### config.mk
export PLATFORM = sky130hd
export DESIGN_NAME = scs8hd_gate2_tester
export DESIGN_NICKNAME = d
export VERILOG_FILES = /design/src/rtl/scs8hd_tester_pkg.sv /design/src/rtl/scs8hd_tester_vecgen.sv /design/src/rtl/scs8hd_gate2_tester.sv
export SDC_FILE = /design/constraint.sdc
export NUM_CORES = 1
export LEC_CHECK = 0
export BUFFER_PORTS_ARGS = -buffer_cell sky130_fd_sc_hd__buf_2
export CORE_MARGIN = 4
export CORE_UTILIZATION = 39
export CTS_BUF_LIST = sky130_fd_sc_hd__clkbuf_8
export CTS_CLUSTER_SIZE = 12
export DETAILED_ROUTE_END_ITERATION = 6
export SLEW_MARGIN = 10
export SYNTH_ARGS = -nofsm -noshare
export SYNTH_HDL_FRONTEND = slang
export SYNTH_SLANG_ARGS = --single-unit
export TNS_END_PERCENT = 100
### constraint.sdc
create_clock -name CLK -period 1.69 [get_ports CLK]
set_input_delay 0.4225 -clock CLK [delete_from_list [all_inputs] [get_ports CLK]]
set_output_delay 0.4225 -clock CLK [all_outputs]
set_load 0.02 [all_outputs]
### src/rtl/scs8hd_tester_pkg.sv
// Shared types and constants for the 2-input cell tester.
// Vector ordering helper covers both the binary order and the Gray order
// selected by SCS8HD_TESTER_GRAY_EN.
package scs8hd_tester_pkg;

  localparam int VEC_W = 2;

  // Expected-Y truth tables; bit n is the expected Y for vector {A,B}=n.
  localparam logic [3:0] TT_NOR2  = 4'b0001;
  localparam logic [3:0] TT_NAND2 = 4'b0111;
  localparam logic [3:0] TT_AND2  = 4'b1000;
  localparam logic [3:0] TT_OR2   = 4'b1110;
  localparam logic [3:0] TT_XOR2  = 4'b0110;

  typedef enum logic [2:0] {
    S_IDLE    = 3'd0,
    S_DRIVE   = 3'd1,
    S_SETTLE  = 3'd2,
    S_SAMPLE  = 3'd3,
    S_ADVANCE = 3'd4,
    S_FINISH  = 3'd5
  } state_e;

  typedef struct packed {
    logic [VEC_W-1:0] vec;   // successor vector
    logic             last;  // input vector is the last of the order
  } vec_nxt_t;

  // Successor in the selected order. Gray: 00,01,11,10 then wraps to 00.
  function automatic vec_nxt_t next_vec(input logic [VEC_W-1:0] vec, input logic gray);
    vec_nxt_t r;
    if (gray) begin
      case (vec)
        2'b00:   r.vec = 2'b01;
        2'b01:   r.vec = 2'b11;
        2'b11:   r.vec = 2'b10;
        default: r.vec = 2'b00;
      endcase
      r.last = (vec == 2'b10);
    end else begin
      r.vec  = vec + 2'b01;
      r.last = (vec == 2'b11);
    end
    return r;
  endfunction

endpackage

### src/rtl/scs8hd_tester_vecgen.sv
// Vector register, vector ordering and loop counter for the tester.
// Define SCS8HD_TESTER_GRAY_EN for Gray order (00,01,11,10); default is binary.
module scs8hd_tester_vecgen
  import scs8hd_tester_pkg::*;
#(
  parameter int LOOPS = 1
) (
  input  logic             clk,
  input  logic             rst_n,
  input  logic             clr_i,        // run accepted: restart at vector 0, loop 0
  input  logic             adv_i,        // step to the next vector / loop
  output logic [VEC_W-1:0] vec_o,
  output logic             last_vec_o,   // current vector is last in the order
  output logic             loop_done_o   // current loop is the final one
);

`ifdef SCS8HD_TESTER_GRAY_EN
  localparam logic GRAY = 1'b1;
`else
  localparam logic GRAY = 1'b0;
`endif

  localparam logic [7:0] LOOP_LAST = 8'(LOOPS - 1);

  logic [VEC_W-1:0] vec_q, vec_d;
  logic [7:0]       loop_q, loop_d;
  vec_nxt_t         nxt;

  assign nxt         = next_vec(vec_q, GRAY);
  assign vec_o       = vec_q;
  assign last_vec_o  = nxt.last;
  assign loop_done_o = (loop_q == LOOP_LAST);

  // Next vector/loop: wrap to the first vector on a new loop, hold after the final one.
  always_comb begin
    vec_d  = vec_q;
    loop_d = loop_q;
    if (clr_i) begin
      vec_d  = '0;
      loop_d = '0;
    end else if (adv_i) begin
      if (nxt.last) begin
        if (!loop_done_o) begin
          loop_d = loop_q + 8'd1;
          vec_d  = '0;
        end
      end else begin
        vec_d = nxt.vec;
      end
    end
  end

  // Vector and loop state registers.
  always_ff @(posedge clk or negedge rst_n) begin
    if (!rst_n) begin
      vec_q  <= '0;
      loop_q <= '0;
    end else begin
      vec_q  <= vec_d;
      loop_q <= loop_d;
    end
  end

endmodule

### src/rtl/scs8hd_gate2_tester.sv
// Stimulus/response checker for 2-input combinational cells.
// Drives every {A,B} vector, waits SETTLE_CYC cycles, samples Y against
// EXPECT_TT and accumulates a saturating mismatch count.
// Define SCS8HD_TESTER_GRAY_EN to walk vectors in Gray order.
module scs8hd_gate2_tester
  import scs8hd_tester_pkg::*;
#(
  parameter int         SETTLE_CYC = 2,
  parameter int         LOOPS      = 1,
  parameter logic [3:0] EXPECT_TT  = TT_NOR2
) (
  input  logic       CLK,
  input  logic       RESETB,
  input  logic       START,
  output logic       A_DRV,
  output logic       B_DRV,
  input  logic       Y_OBS,
  output logic       BUSY,
  output logic       DONE,
  output logic       PASS,
  output logic [7:0] ERR_CNT,
  output logic [1:0] FAIL_VEC
);

  localparam logic [3:0] SETTLE_LD = 4'(SETTLE_CYC - 1);

  state_e           state_q, state_d;
  logic [3:0]       settle_q, settle_d;
  logic [VEC_W-1:0] ab_q, ab_d;
  logic             busy_q, busy_d, done_q, done_d, pass_q, pass_d;
  logic [7:0]       err_q, err_d;
  logic [1:0]       fv_q, fv_d;
  logic             vg_clr, vg_adv, last_vec, loop_done;
  logic [VEC_W-1:0] vec;

  scs8hd_tester_vecgen #(.LOOPS(LOOPS)) u_vecgen (
    .clk        (CLK),
    .rst_n      (RESETB),
    .clr_i      (vg_clr),
    .adv_i      (vg_adv),
    .vec_o      (vec),
    .last_vec_o (last_vec),
    .loop_done_o(loop_done)
  );

  assign A_DRV    = ab_q[1];
  assign B_DRV    = ab_q[0];
  assign BUSY     = busy_q;
  assign DONE     = done_q;
  assign PASS     = pass_q;
  assign ERR_CNT  = err_q;
  assign FAIL_VEC = fv_q;

  // Run sequencer: drive, settle, sample/compare, advance, finish.
  always_comb begin
    state_d  = state_q;
    settle_d = settle_q;
    ab_d     = ab_q;
    busy_d   = busy_q;
    done_d   = done_q;
    pass_d   = pass_q;
    err_d    = err_q;
    fv_d     = fv_q;
    vg_clr   = 1'b0;
    vg_adv   = 1'b0;
    case (state_q)
      S_IDLE: begin
        // START is only seen here, so pulses while busy are ignored.
        if (START) begin
          state_d = S_DRIVE;
          busy_d  = 1'b1;
          done_d  = 1'b0;
          pass_d  = 1'b0;
          err_d   = '0;
          fv_d    = '0;
          vg_clr  = 1'b1;
        end
      end
      S_DRIVE: begin
        ab_d     = vec;
        settle_d = SETTLE_LD;
        state_d  = S_SETTLE;
      end
      S_SETTLE: begin
        if (settle_q == 4'd0) state_d = S_SAMPLE;
        else                  settle_d = settle_q - 4'd1;
      end
      S_SAMPLE: begin
        if (Y_OBS != EXPECT_TT[vec]) begin
          if (err_q != 8'hFF) err_d = err_q + 8'd1;
          // A zero count means this is the first mismatch of the run.
          if (err_q == 8'd0)  fv_d  = vec;
        end
        state_d = S_ADVANCE;
      end
      S_ADVANCE: begin
        vg_adv  = 1'b1;
        state_d = (last_vec && loop_done) ? S_FINISH : S_DRIVE;
      end
      S_FINISH: begin
        busy_d  = 1'b0;
        done_d  = 1'b1;
        pass_d  = (err_q == 8'd0);
        ab_d    = '0;
        state_d = S_IDLE;
      end
      default: state_d = S_IDLE;
    endcase
  end

  // State and result registers; reset aborts any run in progress.
  always_ff @(posedge CLK or negedge RESETB) begin
    if (!RESETB) begin
      state_q  <= S_IDLE;
      settle_q <= '0;
      ab_q     <= '0;
      busy_q   <= 1'b0;
      done_q   <= 1'b0;
      pass_q   <= 1'b0;
      err_q    <= '0;
      fv_q     <= '0;
    end else begin
      state_q  <= state_d;
      settle_q <= settle_d;
      ab_q     <= ab_d;
      busy_q   <= busy_d;
      done_q   <= done_d;
      pass_q   <= pass_d;
      err_q    <= err_d;
      fv_q     <= fv_d;
    end
  end

endmodule

[Word level (Yosys, flattened, before mapping)]
Cells that the tools add are included.
Storage, ports and cells
  register bits after elaboration: 32
  word-level logic and storage cells: 82
  input bits: 4
  output and inout bits: 15
Operators by class
  magnitude comparators: 1
  reduce and logical (&&, ||, !) cells: 18
  add/subtract/negate cells: 4
  multiplexer cells: 33
  eq/ne operators: 16
Operators with widths (number)
  two-way mux 8 bit: 7
  adder 8 x 1 -> 8 bit, second input constant: 2
  logical NOT 8 bit: 2
  case mux 8 bit (2 select lines): 1
  case mux 3 bit (5 select lines): 1
  two-way mux 2 bit: 7
  inequality test 2 bit, second input constant: 6
  nonzero test 2 bit: 6
  two-way mux 3 bit: 3
  inequality test 8 bit, second input constant: 1
  case mux 2 bit (2 select lines): 2
  case mux 4 bit (2 select lines): 1
  AND reduction 2 bit: 4
  AND reduction 4 bit: 2
  equality test 3 x 2 -> 1 bit, second input constant: 2
  equality test 3 bit, second input constant: 2
  two-way mux 1 bit: 6
  case mux 1 bit (2 select lines): 3
  logical NOT 4 bit: 1
  two-way mux 4 bit: 1
  subtractor 4 x 1 -> 4 bit, second input constant: 1
  equality test 3 x 1 -> 1 bit, second input constant: 1
  logical NOT 3 bit: 1
  less-than comparator 2 x 3 -> 1 bit, second input constant: 1
  8 further kinds: 8

[Depth between registers and ports, before layout]
  depth after elaboration: 5
  depth in mapped cells: 7

[Hierarchy]
A second synthesis with hierarchy kept.
Second synthesis, totals
  cell total of the unflattened synthesis: 186
  area, all modules: 1791.7 um2
By module, submodules not included
  scs8hd_gate2_tester: cells each 126, instances 1, area each 1212.4 um2, sequential area each 550.5 um2
  scs8hd_tester_vecgen: cells each 60, instances 1, area each 579.3 um2, sequential area each 250.2 um2

[Worst setup path after synthesis]
Ideal clock, no wire load.
  kind: reg-to-reg
  start: register u_vecgen.vec_q[0], in the netlist u_vecgen.vec_o[0]
  end: register err_q[3], in the netlist ERR_CNT[3]
  period minus slack after synthesis: 1.841 ns
  path buffers: 1
  slack: -0.151 ns
  stages on the path, launching flop included: 8
  arrival time: 1.763 ns
  data required time: 1.612 ns
  library setup time: 0.078 ns
  path through: dfrtp_1 -> inv_1 -> ha_1 -> xor2_1 -> a21oi_2 -> buf_6 -> or4_1 -> a21oi_1
On the way
  longest elaborated chain between the ends: 5
RTL lines
  from (decl): RTL line scs8hd_tester_vecgen.sv:25  | logic [VEC_W-1:0] vec_q, vec_d;
  from (signal assigned): RTL line scs8hd_tester_vecgen.sv:59  | vec_q <= vec_d;
  binary-select mux 1 bit (select 2 bit): RTL line scs8hd_gate2_tester.sv:89  | if (Y_OBS != EXPECT_TT[vec]) begin
  two-way mux 1 bit (not written as such): RTL line scs8hd_gate2_tester.sv:89
  inequality test 1 bit: RTL line scs8hd_gate2_tester.sv:89
  inequality test 2 bit (no source line)
  AND reduction 4 bit (no source line)
  to (signal assigned): RTL line scs8hd_gate2_tester.sv:129  | err_q <= err_d;
  to (decl): RTL line scs8hd_gate2_tester.sv:31  | logic [7:0] err_q, err_d;
Every way passes these cells. The select of a mux whose other input is x is not followed.
A chain may end at the register's enable or synchronous reset.

[Final worst setup path]
  start: register err_q[0], in the netlist ERR_CNT[0]
  end: register err_q[6], in the netlist ERR_CNT[6]
On the way
  longest elaborated chain between the ends: 4
  elaborated cells between the ends (all ways): 7
RTL lines
  adder 8 x 1 -> 8 bit: RTL line scs8hd_gate2_tester.sv:90  | if (err_q != 8'hFF) err_d = err_q + 8'd1;
  two-way mux 8 bit: RTL line scs8hd_gate2_tester.sv:90
  two-way mux 8 bit: RTL line scs8hd_gate2_tester.sv:89
  case mux 8 bit (2 select lines): RTL line scs8hd_gate2_tester.sv:66  | case (state_q)
Parallel ways exist; a longest one is shown, timed or not. The select of a mux whose other input is x is not followed.

==> flow_metrics.tcl <==
set metrics [dict create \
    max_slew_margin 0.733 \
    arrival_ns 1.86 \
    synthCells 181 \
    synth_ff_type "dfrtp_1" \
    total_leakage_power_nw 1.10 \
    startpoint_type "flop" \
    fp.dieW_um 75.2 \
    routed_wl_um 4120 \
    fmax_mhz 608 \
    cts-hold-fix-buffers 0 \
    wire_per_inst_um 14.5 \
    synth_most_common_cell "dfrtp_1" \
    grt_busiest_layer "met2" \
    worstMarginPinSlew_ns 0.401 \
    path_class "reg2reg" \
    antenna_found_initial 0 \
    initial_core_util 0.404 \
    period_needed_ns 1.64 \
    seq_area_frac_synth 0.455 \
    synth-edff-count 0 \
    hp-class "in2async" \
    netlist.area_leader.share 0.455 \
    num_rows 24 \
    hold_violations 0 \
    synth-adder-area-share 0.0569 \
    synth_nets 193 \
    power_w 0.00331 \
    period_share 0.973 \
    cts_root_buffer "clkbuf_8" \
    cts_buffer_depth 2 \
    cp_max_fo 11 \
    synth_area_leaders "dfrtp_1, ha_1, xor2_1, nor2_1, nand3_1" \
    grt_max_degree 33 \
    avgSynthCellArea_um2 9.72 \
    synth_compound_area_frac 0.126 \
    drt_iter0_drc 95 \
    drtAntennaViolNets 0 \
    vias_per_cell 5.50 \
    setup_tns_ns 0 \
    io_pins 19 \
    synth_xor_area_frac 0.0498 \
    place.gp.congestion 0.866 \
    yosysTopAreaCell "dfrtp_1" \
    remaining_drc_errors 0 \
    drive_gt1_frac 0.349 \
    gr-total-overflow 0 \
    gr-usage-met1 0.193 \
    rsz0062_at_grt "true" \
    die_h_um 75.2 \
    final_cells 284 \
    htreeDepth 2 \
    nNetsFinal 243 \
    synthArstFlopShare 1.00 \
    cts_tree "built" \
    port_buffers 18 \
    synth.area.mux_share 0.0171 \
    clk_latency_ns 0.28 \
    drtPass1Iterations 4 \
    dieArea_um2 5650 \
    track_usage 0.155 \
    clock_sinks 32 \
    ys_ff_latch 32 \
    p_per_area_nw_per_um2 1420 \
    post-place-cells 268 \
    n_antenna_cell 0 \
    drv_cap 0 \
    outcome "finished, final reports clean" \
    core_um2 4350 \
    synth_top_family_by_area "simple AND/OR/NAND/NOR gates" \
    grt_pass1_wl_um 6710 \
    synthesis.area_um2 1760 \
    use_met3 0.0441 \
    cts_inserted_buffers 5 \
    synthSimpleGateAreaFrac 0.250 \
    yosys_warnings 0 \
    placed_cell_area_um2 2100 \
    nFillCells 385 \
    peakVddDrop_mv 0.611 \
    use_met2 0.262 \
    required_ns 1.91 \
    cp-end-kind "flop" \
    grt_pass1_vias 1468 \
    vias 1561 \
    stdcell_area_um2 2330 \
    slew_viol_final 0 \
    synthTopCellsByCount "dfrtp_1, nor2_1, inv_1, nand3_1, nand2_1" \
    synth.distinct_cells 45 \
    setup_violations 0 \
    clock-skew-final_ns 0.00733 \
    dp_hpwl_um 2930 \
    clkTransAtPathRegs_ns 0.07 \
    areaGrowthSynthToFinish_pct 32.7 \
]
state kept, by name, summed over array words and instances, names as in the netlist:
register,count
ERR_CNT,8
u_vecgen.loop_q,8
settle_q,4
state_q,3
FAIL_VEC,2
ab_q,2
u_vecgen.vec_o,2
BUSY,1
DONE,1
PASS,1
per-layer routing:
metal	vias to the layer above	wire, µm	share of wire
li1	757	-	-
met1	748	1820	0.44
met2	48	2010	0.49
met3	8	238	0.058
met4	0	51	0.012
met5	-	0	0
cell type report:
class / count / area, µm² / share of cell area
Clock inverter: 1 / 30.0 / 0.0129
Timing Repair Buffer: 51 / 345 / 0.148
Multi-Input combinational cell: 130 / 951 / 0.407
Clock buffer: 7 / 96.3 / 0.0413
Inverter: 11 / 41.3 / 0.0177
Sequential cell: 32 / 806 / 0.345
Tap cell: 52 / 65.1 / 0.0279
timing repair:
action	CTS	global route
resized for setup	5	12
setup endpoints to repair	2	11
setup buffers	1	7
report_power, final:
| part | internal (W) | switching (W) |
|---|---|---|
| logic | 0.000675 | 0.000761 |
| registers | 0.000928 | 0.000148 |
| clock network | 0.000520 | 0.000276 |
| total | 0.00212 | 0.00119 |
through the flow:
step | setup slack (ns) | hold WS, ns | util
6_report | 0.0457 | 0.141 | 0.536
4_1_cts | 0.00158 | 0.161 | 0.514
3_3_place_gp | 0.0497 | 0.462 | 0.481
3_5_place_dp | -0.0544 | 0.467 | 0.481
2_1_floorplan | 0.000655 | 0.127 | -
5_1_grt | -0.0147 | 0.180 | 0.536
layout by cell type (no fill, tap or decap), types with 6 or more instances in the layout:
cell and n:
ha_1 6, xor2_1 7, inv_1 7, nand4_1 7
o31ai_1 6, o21ai_0 8, clkbuf_8 7, dfrtp_1 28
buf_2 18, buf_4 31, nor2_1 17, nand2_1 9
nand3_1 11
kinds of logic after synthesis:
kind of cell,Yosys count
AO/OA/AOI/OAI,33
flip-flops,32
AND/OR/NAND/NOR,76
multiplexers,3
buffers and inverters,19
XOR/XNOR,10
adder cells (fa/ha/maj),8
worst max-delay path, cell delays in order (launching register included):
cell and delay (ns):
dfrtp_2 0.43, ha_2 0.20, nand3_1 0.10, nor3_1 0.05
buf_4 0.18, or4_4 0.48, a21oi_2 0.14
worst paths after layout:
check	depth (start not counted)	endpoint	slack, ns	startpoint
max in group asynchronous	2	state_q[1]	1.22	RESETB
hold reg to reg	2	ab_q[0]	0.48	ab_q[0]
setup / recovery	6	ERR_CNT[6]	0.05	ERR_CNT[0]
setup reg to reg	6	ERR_CNT[6]	0.05	ERR_CNT[0]
hold / removal	2	ERR_CNT[4]	0.14	RESETB
min in group CLK	2	ab_q[0]	0.48	ab_q[0]
No activity file was read; power rests on OpenSTA's default activity.
